<file path="config.mk">
export PLATFORM = sky130hd
export DESIGN_NAME = branch_predictor_flat
export DESIGN_NICKNAME = d
export VERILOG_FILES = /design/src/rtl/branch_predictor_pkg.sv /design/src/rtl/branch_predictor_if.sv /design/src/rtl/branch_predictor_sat_counter.sv /design/src/rtl/branch_predictor.sv /design/src/flat_wrapper.sv
export SDC_FILE = /design/constraint.sdc
export NUM_CORES = 2
export LEC_CHECK = 0
export ABC_AREA = 0
export BUFFER_PORTS_ARGS = -buffer_cell sky130_fd_sc_hd__buf_2
export CAP_MARGIN = 20
export CORE_UTILIZATION = 62
export CTS_CLUSTER_DIAMETER = 120
export DETAILED_ROUTE_END_ITERATION = 10
export GPL_TIMING_DRIVEN = 0
export PLACE_DENSITY = 0.8
export SYNTH_ARGS = -nofsm -noshare
export SYNTH_HDL_FRONTEND = slang
export SYNTH_SLANG_ARGS = --single-unit
export TNS_END_PERCENT = 10
</file>
<file path="constraint.sdc">
create_clock -name clk -period 7.3 [get_ports clk]
set_input_delay 1.825 -clock clk [delete_from_list [all_inputs] [get_ports clk]]
set_output_delay 1.825 -clock clk [all_outputs]
set_load 0.005 [all_outputs]
</file>
<file path="src/rtl/branch_predictor_pkg.sv">
// Shared types for the branch predictor: 2-bit counter encodings, BTB entry layout
// and the PC index/tag split.
package branch_pred_pkg;

    // Entry fields are sized for the widest supported PC. Narrower PCs are zero-extended.
    localparam int unsigned BP_MAX_WIDTH = 64;

    typedef enum logic [1:0] {
        SNT = 2'b00,
        WNT = 2'b01,
        WT  = 2'b10,
        ST  = 2'b11
    } ctr_e;

    typedef struct packed {
        logic                    valid;
        logic [BP_MAX_WIDTH-1:0] tag;
        logic [BP_MAX_WIDTH-1:0] target;
        ctr_e                    ctr;
    } btb_entry_t;

    function automatic int unsigned bp_index(input logic [BP_MAX_WIDTH-1:0] pc,
                                             input int unsigned idx);
        logic [BP_MAX_WIDTH-1:0] w_mask;
        w_mask = (BP_MAX_WIDTH'(1) << idx) - BP_MAX_WIDTH'(1);
        return 32'((pc >> 2) & w_mask);
    endfunction

    function automatic logic [BP_MAX_WIDTH-1:0] bp_tag(input logic [BP_MAX_WIDTH-1:0] pc,
                                                      input int unsigned idx);
        return pc >> (idx + 2);
    endfunction

endpackage

</file>
<file path="src/rtl/branch_predictor_if.sv">
// Fetch/execute-side signal bundle between the pipeline and the branch predictor.
interface branch_predictor_if #(
    parameter int unsigned WIDTH = 32
);
    logic [WIDTH-1:0] PCF;
    logic             PredTakenF;
    logic [WIDTH-1:0] PredTargetF;
    logic             StallD;
    logic             FlushD;
    logic             FlushE;
    logic             BranchE;
    logic             ActualTakenE;
    logic [WIDTH-1:0] PCE;
    logic [WIDTH-1:0] PCPlus4E;
    logic [WIDTH-1:0] BranchTargetE;
    logic             MispredictE;
    logic [WIDTH-1:0] RedirectPCE;
    logic [WIDTH-1:0] BranchCount;
    logic [WIDTH-1:0] MispredictCount;

    modport slave (
        input  PCF, StallD, FlushD, FlushE, BranchE, ActualTakenE,
               PCE, PCPlus4E, BranchTargetE,
        output PredTakenF, PredTargetF, MispredictE, RedirectPCE,
               BranchCount, MispredictCount
    );

    modport master (
        output PCF, StallD, FlushD, FlushE, BranchE, ActualTakenE,
               PCE, PCPlus4E, BranchTargetE,
        input  PredTakenF, PredTargetF, MispredictE, RedirectPCE,
               BranchCount, MispredictCount
    );
endinterface

</file>
<file path="src/rtl/branch_predictor_sat_counter.sv">
// Next-state logic for a 2-bit saturating branch direction counter.
module sat_counter_2b
    import branch_pred_pkg::*;
(
    input  ctr_e ctr,
    input  logic taken,
    output ctr_e ctr_next
);

    always_comb begin
        ctr_next = ctr;
        if (taken) begin
            if (ctr != ST) ctr_next = ctr_e'(ctr + 2'd1);
        end else begin
            if (ctr != SNT) ctr_next = ctr_e'(ctr - 2'd1);
        end
    end

endmodule

</file>
<file path="src/rtl/branch_predictor.sv">
// Direct-mapped BTB with 2-bit counters: fetch-stage lookup, prediction carried to
// Execute, misprediction detection/redirect and resolution-time update.
module branch_predictor
    import branch_pred_pkg::*;
#(
    parameter int unsigned WIDTH   = 32,
    parameter int unsigned ENTRIES = 16
) (
    input  logic               clk,
    input  logic               reset,
    branch_predictor_if.slave  bp
);

    localparam int unsigned IDX = $clog2(ENTRIES);

    btb_entry_t              r_btb [ENTRIES];
    logic                    r_pred_taken_d;
    logic [WIDTH-1:0]        r_pred_target_d;
    logic                    r_pred_taken_e;
    logic [WIDTH-1:0]        r_pred_target_e;
    logic [WIDTH-1:0]        r_branch_cnt;
    logic [WIDTH-1:0]        r_mispredict_cnt;

    logic [IDX-1:0]          w_idx_f;
    logic [BP_MAX_WIDTH-1:0] w_tag_f;
    btb_entry_t              w_ent_f;
    logic                    w_hit_f;
    logic                    w_pred_taken_f;
    logic [WIDTH-1:0]        w_pred_target_f;

    logic [IDX-1:0]          w_idx_u;
    logic [BP_MAX_WIDTH-1:0] w_tag_u;
    btb_entry_t              w_ent_u;
    logic                    w_hit_u;
    ctr_e                    w_ctr_next;
    logic                    w_mispredict;

    assign w_idx_f = IDX'(bp_index(BP_MAX_WIDTH'(bp.PCF), IDX));
    assign w_tag_f = bp_tag(BP_MAX_WIDTH'(bp.PCF), IDX);
    assign w_idx_u = IDX'(bp_index(BP_MAX_WIDTH'(bp.PCE), IDX));
    assign w_tag_u = bp_tag(BP_MAX_WIDTH'(bp.PCE), IDX);

    always_comb begin
        w_ent_f         = r_btb[w_idx_f];
        w_hit_f         = w_ent_f.valid && (w_ent_f.tag == w_tag_f);
        w_pred_taken_f  = w_hit_f && w_ent_f.ctr[1];
        w_pred_target_f = w_pred_taken_f ? WIDTH'(w_ent_f.target) : '0;
    end

    always_comb begin
        w_ent_u = r_btb[w_idx_u];
        w_hit_u = w_ent_u.valid && (w_ent_u.tag == w_tag_u);
    end

    sat_counter_2b u_sat_counter (
        .ctr      (w_ent_u.ctr),
        .taken    (bp.ActualTakenE),
        .ctr_next (w_ctr_next)
    );

    // A taken prediction with no branch in Execute means the entry is stale.
    always_comb begin
        w_mispredict = 1'b0;
        if (bp.BranchE) begin
            w_mispredict = (bp.ActualTakenE != r_pred_taken_e) ||
                           (bp.ActualTakenE && (r_pred_target_e != bp.BranchTargetE));
        end else if (r_pred_taken_e) begin
            w_mispredict = 1'b1;
        end
    end

    always_ff @(posedge clk) begin
        if (reset) begin
            for (int unsigned i = 0; i < ENTRIES; i++) begin
                r_btb[i] <= '{valid: 1'b0, tag: '0, target: '0, ctr: WNT};
            end
        end else if (bp.BranchE) begin
            if (w_hit_u) begin
                r_btb[w_idx_u].ctr <= w_ctr_next;
                if (bp.ActualTakenE) r_btb[w_idx_u].target <= BP_MAX_WIDTH'(bp.BranchTargetE);
            end else if (bp.ActualTakenE) begin
                r_btb[w_idx_u] <= '{valid: 1'b1, tag: w_tag_u,
                                    target: BP_MAX_WIDTH'(bp.BranchTargetE), ctr: WT};
            end
        end else if (r_pred_taken_e) begin
            r_btb[w_idx_u].valid <= 1'b0;
        end
    end

    always_ff @(posedge clk) begin
        if (reset) begin
            r_pred_taken_d  <= 1'b0;
            r_pred_target_d <= '0;
            r_pred_taken_e  <= 1'b0;
            r_pred_target_e <= '0;
        end else begin
            if (bp.FlushD) begin
                r_pred_taken_d  <= 1'b0;
                r_pred_target_d <= '0;
            end else if (!bp.StallD) begin
                r_pred_taken_d  <= w_pred_taken_f;
                r_pred_target_d <= w_pred_target_f;
            end
            if (bp.FlushE) begin
                r_pred_taken_e  <= 1'b0;
                r_pred_target_e <= '0;
            end else begin
                r_pred_taken_e  <= r_pred_taken_d;
                r_pred_target_e <= r_pred_target_d;
            end
        end
    end

    always_ff @(posedge clk) begin
        if (reset) begin
            r_branch_cnt     <= '0;
            r_mispredict_cnt <= '0;
        end else begin
            if (bp.BranchE && (r_branch_cnt != '1)) r_branch_cnt <= r_branch_cnt + 1'b1;
            if (w_mispredict && (r_mispredict_cnt != '1)) r_mispredict_cnt <= r_mispredict_cnt + 1'b1;
        end
    end

    assign bp.PredTakenF      = w_pred_taken_f;
    assign bp.PredTargetF     = w_pred_target_f;
    assign bp.MispredictE     = w_mispredict;
    assign bp.RedirectPCE     = (bp.BranchE && bp.ActualTakenE) ? bp.BranchTargetE : bp.PCPlus4E;
    assign bp.BranchCount     = r_branch_cnt;
    assign bp.MispredictCount = r_mispredict_cnt;

endmodule

</file>
<file path="src/flat_wrapper.sv">
// flat-port wrapper written by rule: the top's interface ports become plain ports
module branch_predictor_flat import branch_pred_pkg::*;
#(
    parameter int unsigned WIDTH   = 32,
    parameter int unsigned ENTRIES = 16
)
  (clk, reset, bp_PCF, bp_StallD, bp_FlushD, bp_FlushE, bp_BranchE, bp_ActualTakenE, bp_PCE, bp_PCPlus4E, bp_BranchTargetE, bp_PredTakenF, bp_PredTargetF, bp_MispredictE, bp_RedirectPCE, bp_BranchCount, bp_MispredictCount);
  branch_predictor_if #(.WIDTH(WIDTH)) bp_i ();
  input  logic clk;
  input  logic reset;
  input wire logic [$bits(bp_i.PCF)-1:0] bp_PCF;
  input wire logic [$bits(bp_i.StallD)-1:0] bp_StallD;
  input wire logic [$bits(bp_i.FlushD)-1:0] bp_FlushD;
  input wire logic [$bits(bp_i.FlushE)-1:0] bp_FlushE;
  input wire logic [$bits(bp_i.BranchE)-1:0] bp_BranchE;
  input wire logic [$bits(bp_i.ActualTakenE)-1:0] bp_ActualTakenE;
  input wire logic [$bits(bp_i.PCE)-1:0] bp_PCE;
  input wire logic [$bits(bp_i.PCPlus4E)-1:0] bp_PCPlus4E;
  input wire logic [$bits(bp_i.BranchTargetE)-1:0] bp_BranchTargetE;
  output wire logic [$bits(bp_i.PredTakenF)-1:0] bp_PredTakenF;
  output wire logic [$bits(bp_i.PredTargetF)-1:0] bp_PredTargetF;
  output wire logic [$bits(bp_i.MispredictE)-1:0] bp_MispredictE;
  output wire logic [$bits(bp_i.RedirectPCE)-1:0] bp_RedirectPCE;
  output wire logic [$bits(bp_i.BranchCount)-1:0] bp_BranchCount;
  output wire logic [$bits(bp_i.MispredictCount)-1:0] bp_MispredictCount;
  assign bp_i.PCF = bp_PCF;
  assign bp_i.StallD = bp_StallD;
  assign bp_i.FlushD = bp_FlushD;
  assign bp_i.FlushE = bp_FlushE;
  assign bp_i.BranchE = bp_BranchE;
  assign bp_i.ActualTakenE = bp_ActualTakenE;
  assign bp_i.PCE = bp_PCE;
  assign bp_i.PCPlus4E = bp_PCPlus4E;
  assign bp_i.BranchTargetE = bp_BranchTargetE;
  assign bp_PredTakenF = bp_i.PredTakenF;
  assign bp_PredTargetF = bp_i.PredTargetF;
  assign bp_MispredictE = bp_i.MispredictE;
  assign bp_RedirectPCE = bp_i.RedirectPCE;
  assign bp_BranchCount = bp_i.BranchCount;
  assign bp_MispredictCount = bp_i.MispredictCount;
  branch_predictor #(.WIDTH(WIDTH), .ENTRIES(ENTRIES)) u_core (.clk(clk), .reset(reset), .bp(bp_i));
endmodule
</file>
# Yosys cells after proc, flatten, opt, wreduce, memory -nomap -nowiden

Memories as Yosys holds them, arrays and structs flattened.
Index checks and enable logic that the tools add are counted.

Word-level logic and storage cells: 64
Output and inout bits: 130
Register bits: 130
Memories: 1
Memory bits (writable): 976

Add/subtract/negate cells: 4
Eq/ne operators: 7
Bitwise logic cells: 3
Muxes and demuxes: 31
Reduce and logical (&&, ||, !) cells: 12

Memory list:

| memory       | depth | width | read ports | clocked after Yosys merged registers in | write ports | RTL line               | RTL |
|---|---|---|---|---|---|---|---|
| u_core.r_btb | 16    | 61    | 2          | 0                                       | 16          | branch_predictor.sv:16 | `btb_entry_t r_btb [ENTRIES];` |

Operators by type and width:

| operator                                         | number |
|---|---|
| equality test 64 x 26 -> 1 bit                   | 2 |
| two-way mux 32 bit                               | 3 |
| adder 32 x 1 -> 32 bit, second input constant    | 2 |
| inequality test 32 bit, second input constant    | 2 |
| two-way mux 61 bit                               | 1 |
| OR reduction 61 bit                              | 1 |
| inequality test 32 bit                           | 1 |
| two-way mux 1 bit                                | 21 |
| two-way mux 2 bit                                | 4 |
| two-way mux 4 bit                                | 2 |
| logical AND 1 bit                                | 7 |
| OR reduction 2 bit                               | 2 |
| OR 1 bit                                         | 3 |
| adder 2 x 1 -> 2 bit, second input constant      | 1 |
| inequality test 2 bit, second input constant     | 1 |
| nonzero test 2 bit                               | 1 |
| subtractor 2 x 1 -> 2 bit, second input constant | 1 |
| logical OR 1 bit                                 | 1 |
| inequality test 1 bit                            | 1 |

# Logic depth before layout (Yosys ltp)

An unclocked memory read counts as a cell.

Depth after elaboration: 10
Depth in mapped cells: 16
Gate-level depth less buffers: 9

# Cells and area by module

Synthesis repeated with hierarchy kept, for this count alone.

Cell total of the unflattened synthesis: 4,038
Area, all modules: 55,898.6 um^2

By module, submodules not included:

| module           | cells each | times used | seq. area each (um^2) | area each (um^2) |
|---|---|---|---|---|
| branch_predictor | 4,035      | 1          | 31,910.6              | 55,872.3 |
| sat_counter_2b   | 3          | 1          | 0.0                   | 26.3 |

# Worst setup path after synthesis

OpenSTA, ideal clock, no wires.

Path kind: in2out
Start: input bp_PCF[2]
End: output bp_PredTargetF[10]
Buffers on the path: 4
Arrival: 4,450 ps
Stages: 11
Slack: 1,025 ps
Cell sequence: buf_6 -> buf_4 -> buf_2 -> mux4_2 -> mux4_2 -> xnor2_1 -> nand4_1 -> nor4_1 -> nand4_1 -> clkbuf_1 -> nor2_1

Longest elaborated chain between the ends: 5

RTL lines:

| what                           | RTL line               | RTL |
|---|---|---|
| start: declaration             | flat_wrapper.sv:11     | `input wire logic [$bits(bp_i.PCF)-1:0] bp_PCF;` |
| memory (16 x 61 bit) (*)       | --                     |  |
| equality test 64 x 26 -> 1 bit | branch_predictor.sv:45 | `w_hit_f = w_ent_f.valid && (w_ent_f.tag == w_tag_f);` |
| logical AND 1 bit              | branch_predictor.sv:45 |  |
| logical AND 1 bit              | branch_predictor.sv:46 | `w_pred_taken_f = w_hit_f && w_ent_f.ctr[1];` |
| two-way mux 32 bit (*)         | branch_predictor.sv:47 | `w_pred_target_f = w_pred_taken_f ? WIDTH'(w_ent_f.target) : '0;` |
| end: declaration               | flat_wrapper.sv:21     | `output wire logic [$bits(bp_i.PredTargetF)-1:0] bp_PredTargetF;` |

Every way passes the cells marked *; elsewhere a longest branch is shown, timed or not.

# Worst setup path after layout

Start: input bp_PCF[3]
End: output bp_PredTargetF[8]

The elaborated chain is that of the path after synthesis.

==> reports/metrics.yaml <==
place:
  port-buffer-count: 234
  dp_hpwl_um: 122000
  post-place-cells: 5235
  gp_congestion: 1.01
  dpl_cell_area_um2: 57800
worst_setup_path:
  arrival_ps: 5530
  critPathMaxFanout: 10
  crit_start: "bp_PCF[3]"
  critPathRequiredTime_ps: 5480
  startpoint_type: "input port"
  reg2regPathDepth: 9
  crit_path_end_kind: "output port"
  reg2reg_from: "u_core.r_btb[14][46]"
  critPathKind: "in2out"
synth:
  synth_area_leaders: "edfxtp_1 53%, mux4_2 14%, and2_1 11%, dfxtp_1 4.7%, mux2i_1 2.4%"
  synth.largest_area_cell: "edfxtp_1"
  ys_seq_area_share_pct: 58.0
  synth_top_cell_area_share_pct: 53.2
  synth-simple-area-share_pct: 15.7
  synth_edf_count: 976
  synthXorXnorAreaFrac_pct: 2.24
  synth_fa_ha_area_share_pct: 0.0636
  synth_common_cells: "976 x edfxtp_1, 933 x and2_1, 340 x mux4_2, 238 x clkbuf_1, 156 x nor2_1"
  synth_compound_area_share_pct: 3.12
  yosysMostFrequentCell: "edfxtp_1"
  synth_top_family_by_area: "multiplexers"
  syn_inst: 3836
  synth_mux_area_share_pct: 18.0
  async_flop_share_pct: 0
  synth_area_per_cell_um2: 14.3
  syn_nets: 3973
  synth_ff_type: "edfxtp_1"
  synth-seq-cells: 1106
  ys_warn_count: 0
  yosysUniqueCellTypes: 66
  synth.cell_area_um2: 55000
sta:
  fin_crit_sh_pct: 101
  slew_headroom_pct: 10.5
  max_freq_mhz: 136
  finalSetupViolations: 10
  rsz0062_at_grt: "false"
  finalCriticalPeriod_ps: 7350
  maxSlewViolCount: 0
  hold_violations: 0
  fin_ws_ps: -53.0
  worst_pin_slew_ps: 1340
  skew_ps: 33.3
final_layout:
  area_delta_synth_final_pct: 13.4
  final_area_um2: 62400
  regArea_um2: 31900
  drive_gt1_share_pct: 25.5
  fin_cells: 5469
  filler_cell_count: 5694
  multi_input_area_um2: 21800
  nNetsFinal: 4348
floorplanning:
  core_area_um2: 87300
  die_width_um: 300
  die-height_um: 300
  die-area_um2: 90000
  start_util_pct: 63.1
  rows: 108
  ios: 265
route:
  first_iter_violations: 6161
  drt-wirelength-per-cell_um: 33.2
  avgViaCountPerCell: 6.91
  antenna_left: 0
  remaining_drc_errors: 0
  wl_um: 182000
  drtPass1Iterations: 9
  vias: 37800
clock_network:
  cts-root-buf: "clkbuf_16"
  numCtsBuffers: 111
  clkTransAtPathRegs_ps: 60
  cts_tree: "done"
  htreeDepth: 3
  clock_sinks: 1106
  clockBufferDepth: 3
  clk_latency_ps: 720
  cts_hold_buf: 0
job:
  drv_cap: 0
outcome:
  violations: "negative setup slack"
  status: "complete, but fails checks"
global_routing:
  grt_pass1_wl_um: 256000
  antenna_found_initial: 13
  grt_max_degree: 33
  grt.total_usage_pct: 40.5
  overflow: 0
  grt_pass1_vias: 36800
power:
  internal-power_mw: 11.3
  p_sw_share_pct: 24.5
  p_sw_mw: 3.68
  p_per_area_nw_per_um2: 240
  share_comb_of_total_power_pct: 10.9
  p_clk_share_pct: 40.4
  pwr-share-seq_pct: 48.7
  ir_drop_mv: 0.336
  p_leak_nw: 22.1
hold_path:
  hp-start: "u_core.r_pred_target_d[23]"
  worstHoldPathType: "reg2reg"
  hold_depth: 1
[what timing repair did]
action | 4_1_cts | 5_1_grt
resized for setup | 78 | 51
pin swaps | 1 | 3
buffers inserted | 3 | 6
setup endpoints to repair | 33 | 30
[stage by stage]
stage / power [mW] / utilization [%] / worst slack (ps) / hold WS [ps] / TNS (ps)
3_3_place_gp: 8.88 / 66.1 / -2320 / 435 / -70930
4_1_cts: 14.8 / 70.9 / -57.3 / 447 / -516
2_1_floorplan: 8.29 / - / 1020 / 430 / 0
3_5_place_dp: 8.92 / 66.2 / -2090 / 438 / -58790
5_1_grt: 15.2 / 71.5 / 0.792 / 467 / 0
6_report: 15.0 / 71.5 / -53.0 / 450 / -274
[cell families after synthesis]
| logic type | count (synthesis) |
|---|---|
| multiplexers | 555 |
| AO/OA/AOI/OAI | 215 |
| XOR/XNOR | 141 |
| flip-flops | 1106 |
| AND/OR/NAND/NOR | 1458 |
| adder cells (fa/ha/maj) | 3 |
| buffers and inverters | 358 |
[cells in the final DEF, fill, tap and decap left out, types with 42 or more instances in the layout]
cell type / Yosys / layout
edfxtp_1: 976 / 976
and2_1: 933 / 933
mux4_2: 340 / 340
buf_2: 63 / 279
clkbuf_1: 238 / 240
nor2_1: 156 / 142
dfxtp_1: 130 / 130
mux2i_1: 131 / 122
clkbuf_16: 0 / 113
nand2_1: 102 / 102
xnor2_1: 89 / 84
mux2_2: 84 / 84
nand3_1: 56 / 56
a21oi_1: 53 / 53
xor2_1: 52 / 50
nor4_1: 43 / 42
[path summary, 6_finish.rpt]
check,endpoint,slack (ps)
hold reg to reg,u_core.r_pred_target_e[23],450
setup reg to reg,u_core.r_btb[8][39],2290
setup / recovery,bp_PredTargetF[8],-50
hold / removal,u_core.r_pred_target_e[23],450
[power by group through the flow]
stage	Clock (mW)	Sequential [mW]	Combinational (mW)
2_1_floorplan	0	7.36	0.925
3_3_place_gp	0	7.41	1.47
3_5_place_dp	0	7.43	1.50
4_1_cts	6.00	7.30	1.53
5_1_grt	6.24	7.32	1.66
6_report	6.06	7.30	1.64
[metal layers]
metal	vias to the layer above	global-route usage [%]	share of wire (%)
met1	18700	53.6	34
met5	-	0.265	0.086
met4	12	18.5	5.5
met3	713	16.3	17
met2	3343	59.0	43
li1	15000	-	-
[flip-flops by register name, summed over array words and instances (netlist names)]
| name | flops |
|---|---|
| u_core.r_pred_target_d | 32 |
| u_core.r_pred_target_e | 32 |
| u_core.r_btb | 976 |
| u_core.r_pred_taken_e | 1 |
| u_core.bp.MispredictCount | 32 |
| u_core.r_pred_taken_d | 1 |
| u_core.bp.BranchCount | 32 |
[critical path, stage by stage]
cell and delay (ps):
buf_4 190, buf_4 210, buf_8 210, clkbuf_4 230, buf_12 180, mux4_2 330, mux4_2 550, xnor2_4 360
nand2_1 130, nor3_2 180, nand4_1 110, buf_4 210, buf_4 190, clkbuf_4 240, nor2_2 200, buf_2 150
[cell type report]
class,instances,area share (%)
timing repair buffer,263,2.60
clock inverter,70,1.36
sequential,1106,51.1
antenna,11,0.0441
buffer,343,2.86
multi-input combinational,2372,34.9
inverter,14,0.0842
tap,1155,2.32
clock buffer,135,4.74
Note: power is estimated with default switching activity, not from simulation.
